`config.mk`:
```
export PLATFORM = sky130hd
export DESIGN_NAME = alu_mul_seq
export DESIGN_NICKNAME = d
export VERILOG_FILES = /design/src/rtl/alu_mul_seq.sv
export SDC_FILE = /design/constraint.sdc
export NUM_CORES = 1
export LEC_CHECK = 0
export ABC_AREA = 1
export CAP_MARGIN = 10
export CORE_AREA = 2 2 77 79
export DETAILED_ROUTE_END_ITERATION = 8
export DIE_AREA = 0 0 79 81
export DONT_BUFFER_PORTS = 1
export SETUP_SLACK_MARGIN = 0.15
export SLEW_MARGIN = 20
export SYNTH_ARGS = -nofsm -noshare
export SYNTH_HDL_FRONTEND = slang
export SYNTH_SLANG_ARGS = --single-unit
```
`constraint.sdc`:
```
create_clock -name clk -period 1.7 [get_ports clk]
set_input_delay 0.34 -clock clk [delete_from_list [all_inputs] [get_ports clk]]
set_output_delay 0.34 -clock clk [all_outputs]
set_load 0.1 [all_outputs]
```
`src/rtl/alu_mul_seq.sv`:
```
// alu_mul_seq: sequential 8x8 unsigned shift-and-add multiplier that borrows the
// shared datapath ALU (add and rotate-through-carry) for every arithmetic step.
module alu_mul_seq #(
    parameter bit SKIP_ZERO_ADD = 1'b0
) (
    input  logic        clk,
    input  logic        reset,
    input  logic        start,
    input  logic [7:0]  a_in,
    input  logic [7:0]  b_in,
    output logic        busy,
    output logic        done,
    output logic [15:0] p,
    output logic        pz,
    output logic [7:0]  alu_a,
    output logic [7:0]  alu_b,
    output logic [3:0]  alu_op,
    output logic [7:0]  alu_st_in,
    input  logic [7:0]  alu_r,
    input  logic [7:0]  alu_st_out
);

    // Shared ALU encoding: op codes and the carry flag position in st_in/st_out.
    localparam logic [3:0] ALU_TRA = 4'h0;
    localparam logic [3:0] ALU_ADD = 4'h2;
    localparam logic [3:0] ALU_ROR = 4'h9;
    localparam int         ALU_CF  = 0;

    typedef enum logic [2:0] {
        S_IDLE = 3'd0,
        S_ADD  = 3'd1,
        S_RORH = 3'd2,
        S_RORL = 3'd3,
        S_DONE = 3'd4
    } state_t;

    state_t      r_state;
    logic [7:0]  r_m;
    logic [7:0]  r_hi;
    logic [7:0]  r_lo;
    logic        r_c;
    logic [2:0]  r_cnt;
    logic [15:0] r_p;
    logic        r_pz;
    logic        r_busy;
    logic        r_done;

    state_t      w_state_nxt;
    logic [7:0]  w_m_nxt;
    logic [7:0]  w_hi_nxt;
    logic [7:0]  w_lo_nxt;
    logic        w_c_nxt;
    logic [2:0]  w_cnt_nxt;
    logic [15:0] w_p_nxt;
    logic        w_pz_nxt;
    logic        w_busy_nxt;
    logic        w_done_nxt;
    logic [7:0]  w_alu_a;
    logic [7:0]  w_alu_b;
    logic [3:0]  w_alu_op;
    logic [7:0]  w_alu_st_in;
    logic        w_unused_st;

    // Only the carry flag of the ALU status is meaningful here.
    assign w_unused_st = ^alu_st_out;

    // Next-state, datapath register updates and ALU drive for the current state.
    always_comb begin
        w_state_nxt = r_state;
        w_m_nxt     = r_m;
        w_hi_nxt    = r_hi;
        w_lo_nxt    = r_lo;
        w_c_nxt     = r_c;
        w_cnt_nxt   = r_cnt;
        w_p_nxt     = r_p;
        w_pz_nxt    = r_pz;
        w_alu_a     = 8'h00;
        w_alu_b     = 8'h00;
        w_alu_op    = ALU_TRA;
        w_alu_st_in = 8'h00;
        case (r_state)
            S_IDLE: begin
                if (start) begin
                    w_m_nxt   = a_in;
                    w_hi_nxt  = 8'h00;
                    w_lo_nxt  = b_in;
                    w_c_nxt   = 1'b0;
                    w_cnt_nxt = 3'd0;
                    if (SKIP_ZERO_ADD && !b_in[0]) begin
                        w_state_nxt = S_RORH;
                    end else begin
                        w_state_nxt = S_ADD;
                    end
                end else begin
                    w_state_nxt = S_IDLE;
                end
            end
            S_ADD: begin
                // st_in stays zero so a carry left over from a rotate is never added.
                w_alu_op    = ALU_ADD;
                w_alu_a     = r_hi;
                w_alu_b     = r_lo[0] ? r_m : 8'h00;
                w_hi_nxt    = alu_r;
                w_c_nxt     = alu_st_out[ALU_CF];
                w_state_nxt = S_RORH;
            end
            S_RORH: begin
                w_alu_op            = ALU_ROR;
                w_alu_a             = r_hi;
                w_alu_st_in[ALU_CF] = r_c;
                w_hi_nxt            = alu_r;
                w_c_nxt             = alu_st_out[ALU_CF];
                w_state_nxt         = S_RORL;
            end
            S_RORL: begin
                w_alu_op            = ALU_ROR;
                w_alu_a             = r_lo;
                w_alu_st_in[ALU_CF] = r_c;
                w_lo_nxt            = alu_r;
                if (r_cnt == 3'd7) begin
                    // Final lo comes straight from the ALU so p is valid while done is high.
                    w_p_nxt     = {r_hi, alu_r};
                    w_pz_nxt    = ~|{r_hi, alu_r};
                    w_state_nxt = S_DONE;
                end else begin
                    w_cnt_nxt = r_cnt + 3'd1;
                    if (SKIP_ZERO_ADD && !alu_r[0]) begin
                        w_c_nxt     = 1'b0;
                        w_state_nxt = S_RORH;
                    end else begin
                        w_state_nxt = S_ADD;
                    end
                end
            end
            S_DONE: begin
                w_state_nxt = S_IDLE;
            end
            default: begin
                w_state_nxt = S_IDLE;
            end
        endcase
    end

    // Status flags are registered from the next state so they line up with it.
    always_comb begin
        w_busy_nxt = 1'b0;
        w_done_nxt = 1'b0;
        case (w_state_nxt)
            S_ADD, S_RORH, S_RORL: begin
                w_busy_nxt = 1'b1;
            end
            S_DONE: begin
                w_done_nxt = 1'b1;
            end
            default: begin
                w_busy_nxt = 1'b0;
                w_done_nxt = 1'b0;
            end
        endcase
    end

    // State and datapath registers with synchronous reset.
    always_ff @(posedge clk) begin
        if (reset) begin
            r_state <= S_IDLE;
            r_m     <= 8'h00;
            r_hi    <= 8'h00;
            r_lo    <= 8'h00;
            r_c     <= 1'b0;
            r_cnt   <= 3'd0;
            r_p     <= 16'h0000;
            r_pz    <= 1'b1;
            r_busy  <= 1'b0;
            r_done  <= 1'b0;
        end else begin
            r_state <= w_state_nxt;
            r_m     <= w_m_nxt;
            r_hi    <= w_hi_nxt;
            r_lo    <= w_lo_nxt;
            r_c     <= w_c_nxt;
            r_cnt   <= w_cnt_nxt;
            r_p     <= w_p_nxt;
            r_pz    <= w_pz_nxt;
            r_busy  <= w_busy_nxt;
            r_done  <= w_done_nxt;
        end
    end

    assign busy      = r_busy;
    assign done      = r_done;
    assign p         = r_p;
    assign pz        = r_pz;
    assign alu_a     = w_alu_a;
    assign alu_b     = w_alu_b;
    assign alu_op    = w_alu_op;
    assign alu_st_in = w_alu_st_in;

endmodule

```
==> summary.txt <==
Status: complete, but fails checks
Violated checks: negative setup slack
Dominant cells by area after synthesis: dfxtp_1 46%, nand2_1 11%, o21ai_0 7.8%
First-pass GRT wire length: 9.01 mm
Io pins: 82
Crit Path Max Fanout: 8
P per Cell Area: 882 nW/um2
RSZ-0062 raised after global routing: yes
Placed Area: 2910 um2
DRT antenna net count: 0
Reg clk slew, reported paths: 90 ps
Most common cell after layout, fill and taps aside: nand2_1
Post-DR vias/cell: 4.89
GPL Wtd Cong: 0.781
Synth area leader: dfxtp_1
Flops & latches, synth: 50
Endpoints failing setup: 16
Minimum clock period: 1760 ps
Final Hold Violating Endpoints: 0
Grt ovf: 0
Worst-case clock buffer depth: 2
DP HPWL: 4.11 mm
Syn avg cell area: 7.52 um2
Core area: 5680 um2
H-tree depth: 2
Placed cells: 393
Commonest cells after routing, fill and taps aside: 58 x nand2_1, 47 x dfxtp_1, 33 x inv_1
Final std cells w/o fill: 406
Die width: 79 um
Clk_lat worst skew: 300 ps
Drt initial violations: 56
Overall die height: 81 um
Cell Area, Synth: 2170 um2
DRT Pass-1 Iters: 4
Cell variety after synth: 25
Final worst path period share: 104%
Sequential element share of the synthesized area: 46.0%
Clk sinks: 50
Drt wl/cell: 14.0 um
Final Cell Area: 3090 um2
R2R Setup Slk: 260 ps
Worst ir drop on vdd: 0.369 mV
Critical path type: reg2out
Num rows: 28
Cells after Synth: 289
Clk_skew: 6.98 ps
Initial antenna violation count: 0
Max Slew Vio Count: 0
Crit. End Element: output port
Nets: 367
Port bufs: 0
Area Growth Syn to Fin: 42.2%
DR vias: 1984
Drc violations: 0
Fin Setup TNS: -605 ps
Vias in the first global route: 1851
Yosys warns: 0
Final WS setup: -61.7 ps
Area share of the leading cell type in the synthesized netlist: 46.0%
Total power: 0.00273 W
MaxCap Viol Count: 0
Leak: 1.25 nW
Share of layout cells above drive strength 1: 31.1%
WP data arrival: 1420 ps
Total GRT Usage: 18.2%
Hold Buf Count CTS: 0
Fill cells: 547
Max Freq: 0.568 GHz
Hold/Removal Path Class: in2reg
Die area: 6400 um2
Starting Density: 38.3%
CTS root buf: clkbuf_8
Worst EP required: 1360 ps
Final WL: 5.67 mm
CTS tree: yes
Largest net degree at the start of global routing: 26
Ant diodes: 0
Total CTS buffers: 5
Startpoint types: flip-flop
report_power, final:
group / switching (W) / internal (W) / total (W)
combinational: 0.000542 / 0.000190 / 0.000732
sequential: 0.0000383 / 0.00124 / 0.00128
clock: 0.000390 / 0.000328 / 0.000718
total: 0.000971 / 0.00175 / 0.00273
cells by family after synthesis:
group           Yosys count  share of synthesized area, %
compound gates           73                          18.2
fa+ha+maj                 2                          1.15
other cells               1                         0.172
simple gates            102                          21.2
buf+inv                  61                          13.2
flops                    50                          46.0
area by class of cell:
type                            instances  area (um2)  area share [%]
Multi-Input combinational cell        186        1130            36.6
Sequential cell                        50        1010            32.7
Inverter                               41         178            5.75
Clock inverter                          2        12.5           0.405
Tap cell                               75        93.8            3.04
Timing Repair Buffer                   46         583            18.9
Clock buffer                            6        82.6            2.67
what timing repair did:
action / CTS / global route
gates resized for setup: 16 / 1
setup buffers: 3 / 1
gates cloned: 0 / 1
endpoints found under the setup margin: 20 / 37
pin swaps: 7 / 3
sequential cells by signal, summed over array words and instances (netlist names):
| register | count |
|---|---|
| p | 16 |
| r_hi | 8 |
| r_lo | 8 |
| r_m | 8 |
| r_cnt | 3 |
| r_state | 3 |
| busy | 1 |
| done | 1 |
| pz | 1 |
| r_c | 1 |
critical path, cell delays in order (launching register included):
cell	delay, ps
dfxtp_4	380
nor2_4	110
nand2_4	80
clkinvlp_4	110
nand2_8	110
nor2_4	140
buf_12	180
synthesized netlist by cell type:
library cell  count
nand3_1          18
nor2_4            1
nand4_1           4
clkinv_2          1
buf_1             1
nand3_2           1
conb_1            1
inv_6             1
buf_6             1
nand2_2           1
a21oi_1          30
buf_2             3
ha_1              2
nand2_1          61
clkbuf_1          4
nand3_4           1
inv_1            37
nor2_1           13
a31oi_1           1
o21ai_2           8
o21ai_0          34
buf_4            11
nand2_4           2
dfxtp_1          50
inv_2             2
per-stage QoR:
| step | utilization, % | hold WS, ps | worst slack, ps |
|---|---|---|---|
| 2_1_floorplan | - | 439 | -243 |
| 5_1_grt | 54.5 | 70.5 | -143 |
| 3_5_place_dp | 51.2 | 411 | 145 |
| 6_report | 54.5 | 91.8 | -61.7 |
| 4_1_cts | 54.1 | 83.5 | -77.6 |
| 3_3_place_gp | 51.2 | 410 | 163 |
layer usage:
layer	GRT usage [%]	share of wire, %
met3	5.89	5.8
met5	0	0
met1	22.9	42
met2	30.3	51
met4	5.17	1.1
worst paths after layout:
| check | cells past startpoint | start | to |
|---|---|---|---|
| worst max register to register | 8 | r_state[0] | r_c |
| worst min register to register | 2 | r_hi[4] | r_hi[4] |
| worst max-delay path | 6 | r_state[1] | alu_b[7] |
| worst min-delay path | 1 | reset | r_state[0] |
Note: power is estimated with default switching activity, not from simulation.
